File: src/rtl/unit_sched_pkg.sv
// Shared definitions for the round-robin unit scheduler: state encoding and
// the modulo-wrap round-robin search used by the pick logic.
package unit_sched_pkg;

  localparam int MAX_UNITS = 64;
  localparam int RR_IDX_W  = 6;

  typedef enum logic {
    IDLE = 1'b0,
    BUSY = 1'b1
  } state_e;

  typedef struct packed {
    logic                found;
    logic [RR_IDX_W-1:0] idx;
  } rr_result_t;

  // Scans last+1, last+2, ... with true modulo-n wrap; last < n, so one
  // conditional subtraction keeps every candidate inside 0..n-1.
  function automatic rr_result_t rr_next(input logic [MAX_UNITS-1:0] req,
                                         input logic [RR_IDX_W-1:0]  last,
                                         input int                   n);
    rr_result_t          res;
    logic [RR_IDX_W:0]   cand;
    res = '0;
    for (int k = 1; k <= MAX_UNITS; k++) begin
      cand = {1'b0, last} + (RR_IDX_W + 1)'(k);
      if (cand >= (RR_IDX_W + 1)'(n)) cand = cand - (RR_IDX_W + 1)'(n);
      if (k <= n && !res.found && req[cand[RR_IDX_W-1:0]]) begin
        res.found = 1'b1;
        res.idx   = cand[RR_IDX_W-1:0];
      end
    end
    return res;
  endfunction

endpackage

File: src/rtl/unit_rr_scheduler_rr_pick.sv
// Combinational round-robin pick: first set request after `last`, wrapping
// modulo NUM_UNITS (non-power-of-2 counts wrap correctly).
module rr_pick
  import unit_sched_pkg::*;
#(
  parameter int NUM_UNITS = 5
) (
  input  logic [NUM_UNITS-1:0]         req,
  input  logic [$clog2(NUM_UNITS)-1:0] last,
  output logic [$clog2(NUM_UNITS)-1:0] idx,
  output logic                         found
);

  localparam int IDX_W = $clog2(NUM_UNITS);

  rr_result_t res;

  always_comb begin
    res   = rr_next(MAX_UNITS'(req), RR_IDX_W'(last), NUM_UNITS);
    idx   = IDX_W'(res.idx);
    found = res.found;
  end

endmodule

File: src/rtl/unit_rr_scheduler.sv
// Round-robin owner of the single active-unit slot: grants one requester at a
// time and holds it until done, request drop, or the hold budget runs out.
module unit_rr_scheduler
  import unit_sched_pkg::*;
#(
  parameter int NUM_UNITS = 5,
  parameter int MAX_HOLD  = 8
) (
  input  logic                         clk,
  input  logic                         rstn,
  input  logic                         en,
  input  logic [NUM_UNITS-1:0]         req,
  input  logic                         done,
  output logic [NUM_UNITS-1:0]         grant,
  output logic [$clog2(NUM_UNITS)-1:0] active_unit,
  output logic                         active_valid,
  output logic                         timeout
);

  localparam int IDX_W  = $clog2(NUM_UNITS);
  localparam int HOLD_W = $clog2(MAX_HOLD + 1);

  state_e               state_q, state_d;
  logic [HOLD_W-1:0]    hold_cnt_q, hold_cnt_d;
  logic [IDX_W-1:0]     last_q, last_d;
  logic [NUM_UNITS-1:0] grant_q, grant_d;
  logic [IDX_W-1:0]     active_unit_q, active_unit_d;
  logic                 active_valid_q, active_valid_d;
  logic                 timeout_q, timeout_d;

  logic [IDX_W-1:0]     pick_idx;
  logic                 pick_found;
  logic                 drop_hit, budget_hit, release_now;

  rr_pick #(.NUM_UNITS(NUM_UNITS)) u_pick (
    .req   (req),
    .last  (last_q),
    .idx   (pick_idx),
    .found (pick_found)
  );

  assign drop_hit    = !req[active_unit_q];
  assign budget_hit  = (hold_cnt_q == HOLD_W'(MAX_HOLD - 1));
  assign release_now = done || drop_hit || budget_hit;

  always_ff @(posedge clk) begin
    if (!rstn) begin
      state_q        <= IDLE;
      hold_cnt_q     <= '0;
      last_q         <= IDX_W'(NUM_UNITS - 1);
      grant_q        <= '0;
      active_unit_q  <= '0;
      active_valid_q <= 1'b0;
      timeout_q      <= 1'b0;
    end else begin
      state_q        <= state_d;
      hold_cnt_q     <= hold_cnt_d;
      last_q         <= last_d;
      grant_q        <= grant_d;
      active_unit_q  <= active_unit_d;
      active_valid_q <= active_valid_d;
      timeout_q      <= timeout_d;
    end
  end

  always_comb begin
    state_d    = state_q;
    hold_cnt_d = hold_cnt_q;
    last_d     = last_q;
    unique case (state_q)
      IDLE: begin
        if (en && pick_found) begin
          state_d    = BUSY;
          hold_cnt_d = '0;
          last_d     = pick_idx;
        end
      end
      BUSY: begin
        if (release_now) state_d = IDLE;
        else             hold_cnt_d = hold_cnt_q + HOLD_W'(1);
      end
    endcase
  end

  // Every release passes through IDLE, guaranteeing one grant-free cycle.
  always_comb begin
    grant_d        = grant_q;
    active_unit_d  = active_unit_q;
    active_valid_d = active_valid_q;
    timeout_d      = 1'b0;
    unique case (state_q)
      IDLE: begin
        if (en && pick_found) begin
          grant_d        = NUM_UNITS'(1) << pick_idx;
          active_unit_d  = pick_idx;
          active_valid_d = 1'b1;
        end
      end
      BUSY: begin
        if (release_now) begin
          grant_d        = '0;
          active_valid_d = 1'b0;
          timeout_d      = budget_hit && !done && !drop_hit;
        end
      end
    endcase
  end

  assign grant        = grant_q;
  assign active_unit  = active_unit_q;
  assign active_valid = active_valid_q;
  assign timeout      = timeout_q;

endmodule

File: config.mk
export PLATFORM = sky130hd
export DESIGN_NAME = unit_rr_scheduler
export DESIGN_NICKNAME = d
export VERILOG_FILES = /design/src/rtl/unit_sched_pkg.sv /design/src/rtl/unit_rr_scheduler_rr_pick.sv /design/src/rtl/unit_rr_scheduler.sv
export SDC_FILE = /design/constraint.sdc
export NUM_CORES = 1
export LEC_CHECK = 0
export BUFFER_PORTS_ARGS = -buffer_cell sky130_fd_sc_hd__buf_4
export CAP_MARGIN = 20
export CORE_UTILIZATION = 51
export DETAILED_ROUTE_END_ITERATION = 8
export PLACE_DENSITY = 0.74
export SLEW_MARGIN = 0
export SYNTH_ARGS = -nofsm -noshare
export SYNTH_HDL_FRONTEND = slang
export SYNTH_HIERARCHICAL = 1
export SYNTH_SLANG_ARGS = --single-unit
File: constraint.sdc
create_clock -name clk -period 4.9 [get_ports clk]
set_input_delay 0 -clock clk [delete_from_list [all_inputs] [get_ports clk]]
set_output_delay 0 -clock clk [all_outputs]
set_load 0.02 [all_outputs]
==> flow_results.org <==
** Setup path
- Measured in cells, the most critical reg-to-reg path has a length of 11.
- Counting buffers and inverters, the worst setup path is 11 cells deep.
- Of all nets on the critical path, the largest fanout is 25.
- STA classifies the critical path startpoint as a flop.
- Slowest-stage cell, CP :: ha_1
- At the worst endpoint, the required time is 5070 ps.
- Cell family contributing the most delay on the critical path :: simple AND/OR/NAND/NOR gates
- Cells along the critical path :: inv_1, ha_1, mux4_2, a41oi_2, nand2_2, nor2_4, nand2_1, or3_1, nand3b_1, o21ai_0, o221ai_1
- Kind of end point of the critical path :: flop
- Data arrives at the worst endpoint at 4000 ps.
- Crit path from :: last_q[0]
- On the worst path, the slowest cell contributes a delay of 820 ps.
- The number of buffers and inverters on the critical path is 1.
- Critical path start-end classification :: reg2reg
- Reg-to-reg startpoint :: last_q[0]

** Timing
- Minimum setup slack in the final design :: 1077 ps
- Final setup violation count :: 0
- Setup repair after global routing missed its margin :: no
- Setup skew after layout :: 2.561 ps
- The smallest clock period supported by the final layout is computed as 3823 ps.
- Worst-Margin Slew :: 737.2 ps
- Pins Over Slew Limit :: 0
- In this run the tightest slew margin relative to its limit is 50.86%.
- Of the available clock period, the critical path in the final layout requires 78.03%.
- Final total negative setup slack :: 0 ps
- Timing-limited maximum frequency :: 261.5 MHz
- Final hold viol count :: 0

** Run status
- The flow ran to the end, and the final reports show no timing, DRC or antenna violations.

** GRT
- Vias in the first global route :: 1,881
- First-pass GRT wire length :: 8790 um
- Total congestion overflow :: 0
- Entering global routing, the biggest net connects 41 pins.
- In the global route stage, overall resource usage came out at 25.61%.
- The initial antenna violation count is 0.

** Power
- Across the VDD grid, the largest voltage drop is 0.0002665 V.
- Ratio of total power to cell area :: 511.2 mW/mm2
- Cell leakage power :: 0.8814 nW

** CTS
- The later pin in the worst-skew pair is clocked with a latency of 250 ps.
- Number of post-CTS setup repair buffers :: 0
- Buffers inserted during clock tree synthesis total 3.
- TritonCTS built the clock tree.
- Number of resized instances in the post-cts repair step :: 0
- Clock input transition at the sequential cells of the worst setup and hold paths :: 60 ps
- Cts hold-fix bufs :: 0
- The tree is rooted in a clkbuf_8.
- Maximum buffer depth of the clock tree :: 2
- For this design, the sink count on the clock tree is 16.
- H-tree Lvls :: 1

** Die
- The initialized floorplan defines 23 standard-cell rows.
- In this run the count of I/O pins placed on the die edge is 19.
- In this run the standard cell core region covers 0.004000 mm2.
- The die is 66.54 um wide.
- Initial standard-cell utilization of the core :: 53.11%
- From bottom edge to top edge, the die measures 66.54 um.
- Die ar. :: 0.004428 mm2

** Yosys
- After synthesis, flip-flops and latches occupy 15.08% of the total area.
- Sorting the synthesized cells by how often they occur yields nand2_1, a21oi_1, inv_1.
- The most used flip-flop cell after synthesis is dfxtp_1.
- Number of synthesized register bits :: 16
- Summed instance area of the synthesized netlist :: 0.002125 mm2
- Of all flip-flops after synthesis, the portion carrying an async set or reset was 0%.
- Most common cell in the netlist :: nand2_1
- Count of distinct cell types in the synthesized netlist :: 72
- Top cell type's share of synthesized area :: 15.08%
- Yosys attributes the largest share of cell area to dfxtp_1, ha_1, nand2_1.
- In this run the mean area of a mapped cell was 7.927 um2.
- Post-Syn Instances :: 268
- The Yosys step of the flow raised 6 warnings.
- Post-synthesis net count :: 293
- Counting flops with a built-in enable in the synthesized netlist gives 0.
- The synthesized design spends more area on one cell type than any other, namely dfxtp_1.

** Cells and area
- P&R area growth vs syn :: 9.364%
- Final-layout fill cell count :: 370
- Sequential cell area :: 320.3 um2
- Multi-input combinational cell area :: 0.001660 mm2
- Final net count :: 306
- Antenna diodes :: 0
- Cells with a size suffix above 1 make up 16.79% of the layout.

** Route
- Violation count after the first detailed-routing iteration :: 196
- Routed via count divided by cell count :: 6.476
- For this run, design rule violations remaining after detail routing come to 0.
- In the final routed layout, each cell accounts on average for 16.44 um.
- The detail route stage leaves a number of antenna-violating nets equal to 0.
- Before antenna repair, the detailed router went through 4 iterations.
- Via count :: 2,137
- The routed design has 5426 um of wire.

** Hold path
- Worst hold path class :: in2reg
- In this run the most critical hold path is launched from done.
- Cell depth of the worst hold path :: 4

** Placement
- Buffers placed on the I/O ports in this run total 18.
- Pre-CTS WS :: 1150 ps
- Hpwl dp :: 3961 um
- Final estimated routing congestion in global placement :: 0.9057

** Flow run
- Max-cap violations in this run came to 0.
[cell usage in the layout (no fill, tap or decap), types with 3 or more instances in the layout]
master     count
a31oi_1        5
nand2_1       27
inv_1         17
dfxtp_1       16
o221ai_1       5
nand4b_1       3
xnor2_1        3
buf_4         21
clkbuf_8       4
nand3_1        7
o211ai_1       5
ha_1          15
o21ai_1        3
and2_1         3
nor2b_1        3
mux2i_1        9
nor2_1        10
nand2b_1      11
mux4_2         3
a21oi_1       20
o2111ai_1      3
and3b_1        3
nor3_1         8
o21ai_0       11
o22ai_1        3
a211oi_1       5
[worst paths after layout]
check / endpoint / slack [ps]
worst max-delay path: hold_cnt_q[3] / 1080
worst min-delay path: timeout / 70
worst max register to register: hold_cnt_q[3] / 1080
worst min register to register: grant[4] / 450
[area by class of cell]
type                            instances  area share (%)
Inverter                               18           2.908
Sequential cell                        16           13.79
Timing Repair Buffer                   21           6.785
Multi-Input combinational cell        221           71.46
Clock buffer                            4           2.369
Tap cell                               50           2.693
[where the power goes]
group | switching (mW) | internal [mW] | leakage [nW] | total (mW)
logic | 0.537 | 0.364 | 0.722 | 0.901
clock network | 0.0458 | 0.0713 | 0.0288 | 0.117
registers | 0.0153 | 0.154 | 0.130 | 0.169
[tightest hold or removal path, delay by kind of cell]
family / cells / cell delay [ps]
simple gates: 2 / 100
buf+inv: 1 / 110
compound gates: 1 / 60
[stage by stage]
stage / instances / total power, mW / utilization [%] / hold slack (ps) / cell area, um2
final: 330 / 1.188 / 58.09 / 70.42 / 2323
after global routing: 330 / 1.284 / 58.09 / 74.28 / 2323
after CTS: 330 / 1.177 / 58.09 / 74.22 / 2323
after detailed placement: 326 / 1.056 / 56.71 / 337.4 / 2268
after global placement: 326 / 1.051 / 56.71 / 325.6 / 2268
after floorplan: 268 / 0.8775 / - / 167.2 / 2125
[flip-flops by register name (all words and copies together), names as in the netlist]
register / count
active_valid: 1
last_q: 3
timeout: 1
hold_cnt_q: 4
grant: 5
state_q: 1
active_unit: 1
[metal layers]
metal | global-route usage (%) | vias to the layer above | share of wire [%]
met4 | 9.043 | 0 | 2.8
met5 | 0 | - | 0
met1 | 32.92 | 1014 | 44
met2 | 44.44 | 68 | 49
met3 | 1.712 | 12 | 4.4
li1 | - | 1043 | -
[cell families (layout without fill, tap and decap cells)]
| group | count (synthesis) | in the layout | share of synthesized area [%] |
|---|---|---|---|
| AO/OA/AOI/OAI | 91 | 91 | 32.10 |
| XOR/XNOR | 3 | 3 | 1.237 |
| adder cells (fa/ha/maj) | 16 | 16 | 9.776 |
| buffers and inverters | 31 | 43 | 6.772 |
| flip-flops | 16 | 16 | 15.08 |
| multiplexers | 15 | 15 | 9.187 |
| AND/OR/NAND/NOR | 96 | 96 | 25.86 |
Power figures use the tool's default switching activity.
